--- config.mk ---
export PLATFORM = sky130hd
export DESIGN_NAME = fpu_dispatch
export DESIGN_NICKNAME = d
export VERILOG_FILES = /design/src/rtl/fpu_dispatch_pkg.sv /design/src/rtl/fpu_classify.sv /design/src/rtl/fpu_dispatch.sv
export SDC_FILE = /design/constraint.sdc
export NUM_CORES = 1
export LEC_CHECK = 0
export CORE_AREA = 2 2 181 183
export CTS_BUF_LIST = sky130_fd_sc_hd__clkbuf_4
export DETAILED_ROUTE_END_ITERATION = 16
export DIE_AREA = 0 0 183 185
export PLACE_DENSITY = 0.58
export SLEW_MARGIN = 20
export SYNTH_ARGS = -nofsm -noshare
export SYNTH_HDL_FRONTEND = slang
export SYNTH_SLANG_ARGS = --single-unit
--- constraint.sdc ---
create_clock -name clk -period 2.1 [get_ports clk]
set_clock_uncertainty 0.2 [all_clocks]
set_input_delay 0.42 -clock clk [delete_from_list [all_inputs] [get_ports clk]]
set_output_delay 0.42 -clock clk [all_outputs]
set_load 0.005 [all_outputs]
--- src/rtl/fpu_dispatch_pkg.sv ---
// Shared definitions for the FPU dispatch slice.
//   - IEEE-754 single-precision field positions used by the classifier
//   - Conventional execution-unit indices for the attached FPU units
package fpu_dispatch_pkg;

   // Operand field layout (binary32)
   localparam int FP_SIGN     = 31;
   localparam int FP_EXP_MSB  = 30;
   localparam int FP_EXP_LSB  = 23;
   localparam int FP_FRCT_MSB = 22;
   localparam int FP_FRCT_LSB = 0;

   // Execution-unit indices on the unit select
   localparam int FPU_UNIT_CMP = 0;
   localparam int FPU_UNIT_ADD = 1;
   localparam int FPU_UNIT_MUL = 2;
   localparam int FPU_UNIT_DIV = 3;

endpackage

--- src/rtl/fpu_classify.sv ---
// Combinational operand classifier.
// Ports:
//   value   - operand, BIT_WIDTH bits
//   is_inf  - exponent all ones, fraction zero
//   is_nan  - exponent all ones, fraction non-zero
//   is_zero - exponent and fraction zero (sign ignored)
// Denormals report all three flags low.
module fpu_classify
   import fpu_dispatch_pkg::*;
#(
   parameter int BIT_WIDTH = 32
) (
   input  logic [BIT_WIDTH-1:0] value,
   output logic                 is_inf,
   output logic                 is_nan,
   output logic                 is_zero
);

   logic [FP_EXP_MSB-FP_EXP_LSB:0]   exp_f;
   logic [FP_FRCT_MSB-FP_FRCT_LSB:0] frct_f;
   logic                             unused_sign;

   assign exp_f       = value[FP_EXP_MSB:FP_EXP_LSB];
   assign frct_f      = value[FP_FRCT_MSB:FP_FRCT_LSB];
   assign unused_sign = value[FP_SIGN];

   assign is_inf  = (&exp_f) & ~(|frct_f);
   assign is_nan  = (&exp_f) &  (|frct_f);
   assign is_zero = ~(|exp_f) & ~(|frct_f);

endmodule

--- src/rtl/fpu_dispatch.sv ---
// Single-issue dispatcher between the core FPU request port and NUM_UNITS
// execution units.
// Ports:
//   clk, rst_n                     - clock, asynchronous active-low reset
//   req_valid/req_ready            - request handshake; req_unit, req_a, req_b
//   rsp_valid/rsp_ready            - response handshake; rsp_lo, rsp_hi, rsp_err
//   unit_instr_received            - one-hot strobe, high for the whole operation
//   unit_params                    - {is_inf[1:0], is_nan[1:0], is_zero[1:0]}, [1]=reg1
//   unit_reg1/unit_reg2            - latched operands broadcast to all units
//   unit_instr_finished            - per-unit done
//   unit_lo/unit_hi                - flattened per-unit results
module fpu_dispatch
   import fpu_dispatch_pkg::*;
#(
   parameter int BIT_WIDTH = 32,
   parameter int NUM_UNITS = 4,
   parameter int UNIT_W    = 2,
   parameter int TIMEOUT   = 64
) (
   input  logic                           clk,
   input  logic                           rst_n,
   input  logic                           req_valid,
   output logic                           req_ready,
   input  logic [UNIT_W-1:0]              req_unit,
   input  logic [BIT_WIDTH-1:0]           req_a,
   input  logic [BIT_WIDTH-1:0]           req_b,
   output logic                           rsp_valid,
   input  logic                           rsp_ready,
   output logic [BIT_WIDTH-1:0]           rsp_lo,
   output logic [BIT_WIDTH-1:0]           rsp_hi,
   output logic                           rsp_err,
   output logic [NUM_UNITS-1:0]           unit_instr_received,
   output logic [5:0]                     unit_params,
   output logic [BIT_WIDTH-1:0]           unit_reg1,
   output logic [BIT_WIDTH-1:0]           unit_reg2,
   input  logic [NUM_UNITS-1:0]           unit_instr_finished,
   input  logic [NUM_UNITS*BIT_WIDTH-1:0] unit_lo,
   input  logic [NUM_UNITS*BIT_WIDTH-1:0] unit_hi
);

   localparam int CNT_W = (TIMEOUT > 2) ? $clog2(TIMEOUT) : 1;

   typedef enum logic [1:0] {IDLE, WAIT, DONE} state_t;

   state_t                 state;
   logic [UNIT_W-1:0]      sel;
   logic [CNT_W-1:0]       cnt;
   logic [NUM_UNITS-1:0]   req_onehot;
   logic                   unit_ok;
   logic                   fin_sel;
   logic [BIT_WIDTH-1:0]   lo_sel;
   logic [BIT_WIDTH-1:0]   hi_sel;
   logic                   a_inf, a_nan, a_zero;
   logic                   b_inf, b_nan, b_zero;

   fpu_classify #(.BIT_WIDTH(BIT_WIDTH)) u_cls_a (
      .value   (req_a),
      .is_inf  (a_inf),
      .is_nan  (a_nan),
      .is_zero (a_zero)
   );

   fpu_classify #(.BIT_WIDTH(BIT_WIDTH)) u_cls_b (
      .value   (req_b),
      .is_inf  (b_inf),
      .is_nan  (b_nan),
      .is_zero (b_zero)
   );

   // Decode of the requested unit; an out-of-range index decodes to all zeros,
   // which doubles as the invalid-unit indication.
   always_comb begin
      req_onehot = '0;
      for (int k = 0; k < NUM_UNITS; k++) begin
         if (req_unit == UNIT_W'(k)) req_onehot[k] = 1'b1;
      end
   end
   assign unit_ok = |req_onehot;

   // Mux of the selected unit's completion and results
   always_comb begin
      fin_sel = 1'b0;
      lo_sel  = '0;
      hi_sel  = '0;
      for (int k = 0; k < NUM_UNITS; k++) begin
         if (sel == UNIT_W'(k)) begin
            fin_sel = unit_instr_finished[k];
            lo_sel  = unit_lo[k*BIT_WIDTH +: BIT_WIDTH];
            hi_sel  = unit_hi[k*BIT_WIDTH +: BIT_WIDTH];
         end
      end
   end

   always_ff @(posedge clk or negedge rst_n) begin
      if (!rst_n) begin
         state               <= IDLE;
         sel                 <= '0;
         cnt                 <= '0;
         req_ready           <= 1'b1;
         rsp_valid           <= 1'b0;
         rsp_lo              <= '0;
         rsp_hi              <= '0;
         rsp_err             <= 1'b0;
         unit_instr_received <= '0;
         unit_params         <= '0;
         unit_reg1           <= '0;
         unit_reg2           <= '0;
      end else begin
         case (state)
            IDLE: begin
               if (req_valid) begin
                  req_ready   <= 1'b0;
                  unit_reg1   <= req_a;
                  unit_reg2   <= req_b;
                  sel         <= req_unit;
                  unit_params <= {a_inf, b_inf, a_nan, b_nan, a_zero, b_zero};
                  cnt         <= '0;
                  if (unit_ok) begin
                     unit_instr_received <= req_onehot;
                     state               <= WAIT;
                  end else begin
                     rsp_err   <= 1'b1;
                     rsp_lo    <= '0;
                     rsp_hi    <= '0;
                     rsp_valid <= 1'b1;
                     state     <= DONE;
                  end
               end
            end
            WAIT: begin
               cnt <= cnt + 1'b1;
               // Completion takes priority over a coincident timeout
               if (fin_sel) begin
                  rsp_lo              <= lo_sel;
                  rsp_hi              <= hi_sel;
                  rsp_err             <= 1'b0;
                  rsp_valid           <= 1'b1;
                  unit_instr_received <= '0;
                  state               <= DONE;
               end else if (cnt == CNT_W'(TIMEOUT-1)) begin
                  rsp_lo              <= '0;
                  rsp_hi              <= '0;
                  rsp_err             <= 1'b1;
                  rsp_valid           <= 1'b1;
                  unit_instr_received <= '0;
                  state               <= DONE;
               end
            end
            DONE: begin
               if (rsp_ready) begin
                  rsp_valid <= 1'b0;
                  req_ready <= 1'b1;
                  state     <= IDLE;
               end
            end
            default: state <= IDLE;
         endcase
      end
   end

endmodule
Yosys cells after proc, flatten, opt, wreduce, memory -nomap -nowiden
Index checks and enable logic that the tools add are counted.

Register bits: 151. Bits of input ports: 330. Output and inout port bits: 141. Logic and storage cells: 104.

Add/sub/neg operators: 1. Equal/unequal tests: 14. Muxes and demuxes: 47. Bitwise gates (word level): 10. Reduce and logical (&&, ||, !) cells: 20.

Operator list (number): two-way mux 32 bit (13); case mux 32 bit (2 select lines) (2); OR reduction 23 bit (2); two-way mux 1 bit (16); two-way mux 4 bit (4); AND reduction 8 bit (2); OR reduction 8 bit (2); case mux 6 bit (2 select lines) (1); equality test 2 bit (second input constant) (5); two-way mux 2 bit (5); != test 2 bit (second input constant) (4); case mux 4 bit (2 select lines) (1); AND reduction 4 bit (2); adder 6 x 1 -> 6 bit (second input constant) (1); bitwise AND 1 bit (6); equality test 2 x 1 -> 1 bit (second input constant) (3); equality test 6 bit (second input constant) (1); logical NOT 2 bit (3); two-way mux 6 bit (1); case mux 2 bit (3 select lines) (1); AND reduction 3 bit (2); AND reduction 5 bit (1); inverter 1 bit (4); case mux 1 bit (2 select lines) (2); 6 further kinds (8).

Depth between registers and ports, before layout
Depth in word-level cells: 7. Depth in mapped cells: 7. Gate-level depth less buffers: 5.

Cells and area by module
A second synthesis with hierarchy kept.

Cells, all modules: 783. Area total of the unflattened synthesis: 8329.2 um^2.

By module, submodules not included: fpu_dispatch (instances 1, cells each 749, area an instance 8114.0 um^2, seq. area each 3779.9 um^2); fpu_classify (instances 2, cells each 17, area an instance 107.6 um^2, seq. area each 0.0 um^2).

Worst setup path after synthesis
OpenSTA, ideal clock, no wires.

Path type: reg-to-reg. Start point: register sel[0]. End point: register rsp_lo[7]. Setup time: 121 ps. Arrival: 1606 ps. Required time: 1779 ps. Setup slack: 173 ps. Stages on the path, launching flop included: 5. Buffers on the path: 2. Clock period less this slack: 1927 ps. Path through: dfrtp_1 -> buf_2 -> buf_2 -> mux4_2 -> a22o_1.

Longest elaborated chain between the ends: 7. Elaborated cells on any way between the ends: 16. Those cells by class: eq/ne (4); mux (10); reduce/logical (2).

RTL lines: start: declaration (line fpu_dispatch.sv:46) `logic [UNIT_W-1:0] sel;`; start signal: assignment (line fpu_dispatch.sv:115) `sel <= req_unit;`; logical NOT 2 bit (line fpu_dispatch.sv:86) `if (sel == UNIT_W'(k)) begin`; two-way mux 1 bit / two-way mux 32 bit (equally long branches) (4 in a row) (line fpu_dispatch.sv:86); != test 3 bit (no line) / two-way mux 32 bit (equally long branches); AND reduction 4 bit (no line) / case mux 32 bit (2 select lines) (equally long branches); end signal: assignment (line fpu_dispatch.sv:134) `rsp_lo <= lo_sel;`; end: declaration (line fpu_dispatch.sv:29) `output logic [BIT_WIDTH-1:0] rsp_lo,`.

Parallel ways exist; a longest one is shown, timed or not. A chain may end at the register's enable or synchronous reset.

Worst setup path after layout
Start point: register sel[0]. End point: register rsp_lo[19].

The elaborated chain is that of the path after synthesis.

==> impl_metrics.env <==
export IMPL_fmax_ghz=0.499
export IMPL_initial_core_util_pct=22.7
export IMPL_postSynthCellCount=609
export IMPL_clk_latency_ps=530
export IMPL_nets=1445
export IMPL_synth_seq_cells=151
export IMPL_die_area_sq_um=33900
export IMPL_drt_wl_total_um=29700
export IMPL_area_growth_pct=80.5
export IMPL_grt_pass1_wl_um=44100
export IMPL_synth_nets=940
export IMPL_cts_tree="yes"
export IMPL_hold_viol=0
export IMPL_leakage_nw=6.02
export IMPL_path_buf_inv=1
export IMPL_rsz0062_at_grt="false"
export IMPL_grt_overflow=0
export IMPL_io_pins=471
export IMPL_cts_htree_levels=4
export IMPL_clockBufferDepth=2
export IMPL_r2r_end="rsp_lo[19]$_DFFE_PN0P_"
export IMPL_max_stage_delay_ps=600
export IMPL_grt_pass1_vias=7373
export IMPL_setup_viol=0
export IMPL_routedWlPerCell_um=19.3
export IMPL_antenna_found_initial=2
export IMPL_cts_inserted_buffers=17
export IMPL_pre_cts_ws_ps=-356
export IMPL_hold_path_class="input pin to async pin"
export IMPL_irDropWorstVdd_mv=0.479
export IMPL_clkTransAtPathRegs_ps=160
export IMPL_crit_cells=4
export IMPL_fillers=3178
export IMPL_synth_edf_count=0
export IMPL_yosys_area_top_type="dfrtp_1"
export IMPL_ff2ff_setup_slack_ps=100
export IMPL_grt_usage_pct=17.3
export IMPL_critPathLaunch="sel[0]$_DFFE_PN0P_"
export IMPL_rows=66
export IMPL_crit_family="multiplexers"
export IMPL_place_port_buffers=470
export IMPL_first_pass_iters=4
export IMPL_worst_pin_slew_ps=378
export IMPL_final_max_slew_viol_count=0
export IMPL_syn_area_per_cell_sq_um=12.0
export IMPL_cp_end_kind="register"
export IMPL_crit_path_top_delay_cell="mux4_2"
export IMPL_r2r_cells=4
export IMPL_path_max_fanout=31
export IMPL_path_class="register to register"
export IMPL_drt_iter0_markers=340
export IMPL_cts_sinks=151
export IMPL_setup_slack_ps=97.9
export IMPL_synth_top_area_share_pct=51.5
export IMPL_timing_slew_headroom_pct=74.6
export IMPL_outcome="finished, final reports clean"
export IMPL_synth_cell_types=34
export IMPL_min_period_over_period_pct=95.3
export IMPL_crit_chain="mux4_2 -> o21ai_4 -> buf_12 -> a22o_1"
export IMPL_power_density_nw_per_um2=1150
export IMPL_ys_top_cells_by_count="208 x nand2_1, 150 x dfrtp_1, 66 x a22o_1, 65 x mux4_2, 22 x clkbuf_1"
export IMPL_final_antenna_net_count=0
export IMPL_coreArea_sq_um=32000
export IMPL_finalSetupTns_ps=0
export IMPL_final_util_pct=41.1
export IMPL_synth_main_ff_cell="dfrtp_1"
export IMPL_yosysMostFrequentCell="nand2_1"
export IMPL_routed_via_density=4.54
export IMPL_cp_endpoint="rsp_lo[19]$_DFFE_PN0P_"
export IMPL_critPathLaunchType="register"
export IMPL_rr_startpoint="sel[0]$_DFFE_PN0P_"
export IMPL_post_route_drc_count=0
export IMPL_cts_root_buffer="clkbuf_4"
export IMPL_syn_area_sq_um=7290
export IMPL_worst_ep_required_time_ps=2370
export IMPL_layout_min_cycle_time_ps=2000
export IMPL_grt_max_degree=49
export IMPL_vias=6972
export IMPL_ys_async_sr_fraction_pct=100
export IMPL_die_y_um=185
export IMPL_synth_area_leaders="dfrtp_1 52%, mux4_2 20%, nand2_1 11%"
export IMPL_ys_seq_area_share_pct=51.9
export IMPL_gp_congestion=0.828
export IMPL_die_w_um=183
export IMPL_cap_violations=0
export IMPL_place_hpwl_um=23900
export IMPL_yosysWarnings=0
export IMPL_drive_above_1_share_pct=14.7
export IMPL_critPathArrivalTime_ps=2280
==> sequential cells by signal, summed over array words and instances, names as in the netlist, 2 cells and up <==
signal and count:
state 2, rsp_lo 32, unit_reg2 32, rsp_hi 32, sel 2, unit_instr_received 4, unit_reg1 32, cnt 6
unit_params 6
==> cell type report <==
cell class	instances	area (sq um)	share of cell area, %
repair buffers	531	5260	40.0
flip-flops and latches	151	3780	28.8
multi-input cells	408	3270	24.9
well taps	408	510	3.88
clock inverters	14	178	1.35
clock buffers	17	128	0.970
inverters	5	18.8	0.143
diodes	2	5.00	0.0380
==> repair_timing <==
action,4_1_cts,5_1_grt
resized for setup,133,12
gates cloned,0,1
hold endpoints to repair,150,0
hold buffers,1,0
pin swaps,0,1
setup buffers,14,7
setup endpoints to repair,136,13
==> how the worst min path moves through the flow <==
stage / endpoint / start / slack [ps] / cells past startpoint
finish: unit_reg2[14]$_DFFE_PN0P_ / rst_n / 90 / 2
global placement: unit_reg2[10]$_DFFE_PN0P_ / rst_n / 110 / 1
floorplan: cnt[0]$_DFFE_PN0P_ / rst_n / -80 / 0
detailed placement: unit_reg2[14]$_DFFE_PN0P_ / rst_n / 110 / 1
global route: unit_reg2[10]$_DFFE_PN0P_ / rst_n / 20 / 2
CTS: unit_reg2[14]$_DFFE_PN0P_ / rst_n / 20 / 2
==> placed cells by master, fill, tap and decap left out, drive strengths merged <==
| master | instances |
|---|---|
| o211ai | 1 |
| nor4 | 14 |
| xor2 | 3 |
| a32o | 2 |
| dfrtp | 150 |
| o31ai | 4 |
| diode | 2 |
| buf | 60 |
| dlymetal6s2s | 10 |
| nand2b | 2 |
| o21ai | 8 |
| and2 | 1 |
| a21oi | 3 |
| ha | 1 |
| nand3 | 6 |
| o22ai | 2 |
| mux4 | 65 |
| inv | 12 |
| a22o | 66 |
| or3b | 1 |
| nor2b | 1 |
| nand4 | 6 |
| clkinv | 5 |
| nand2 | 208 |
| dlygate4sd3 | 1 |
| dfstp | 1 |
| clkbuf | 19 |
| nor3 | 2 |
| nor2 | 7 |
| dlygate4sd2 | 130 |
| o21a | 1 |
| bufinv | 2 |
| and4 | 2 |
| clkdlybuf4s50 | 328 |
| or3 | 2 |
==> cell families (layout without fill, tap and decap cells) <==
kind of cell    count (synthesis)  count (layout)  share of synthesized area, %
xor+xnor                        3               3                         0.361
flops                         151             151                          51.9
compound gates                 87              87                          9.80
buf+inv                        50             567                          3.49
mux                            65              65                          20.1
fa+ha+maj                       1               1                         0.172
other cells                     0               2                             0
simple gates                  252             252                          14.2
==> stage by stage <==
step	cell area (sq um)	total power [mW]	hold slack [ps]	cells
3_5_place_dp	12800	13.9	106	1480
2_1_floorplan	7290	8.99	-75.6	609
6_report	13200	15.2	90.0	1536
4_1_cts	13000	15.3	19.1	1526
5_1_grt	13200	16.4	21.7	1536
3_3_place_gp	12800	13.9	108	1480
==> power breakdown <==
group | switching, mW | internal [mW] | leakage (nW)
clock | 1.23 | 0.758 | 0.165
sequential | 0.728 | 4.22 | 1.89
combinational | 3.54 | 4.70 | 3.96
==> metal layers <==
| metal | vias up | GRT usage, % | wire (um) |
|---|---|---|---|
| met3 | 19 | 5.90 | 2440 |
| li1 | 3240 | - | - |
| met5 | - | 0 | 0 |
| met4 | 0 | 3.49 | 341 |
| met2 | 282 | 32.0 | 15800 |
| met1 | 3431 | 19.1 | 11100 |
Power figures use the tool's default switching activity.
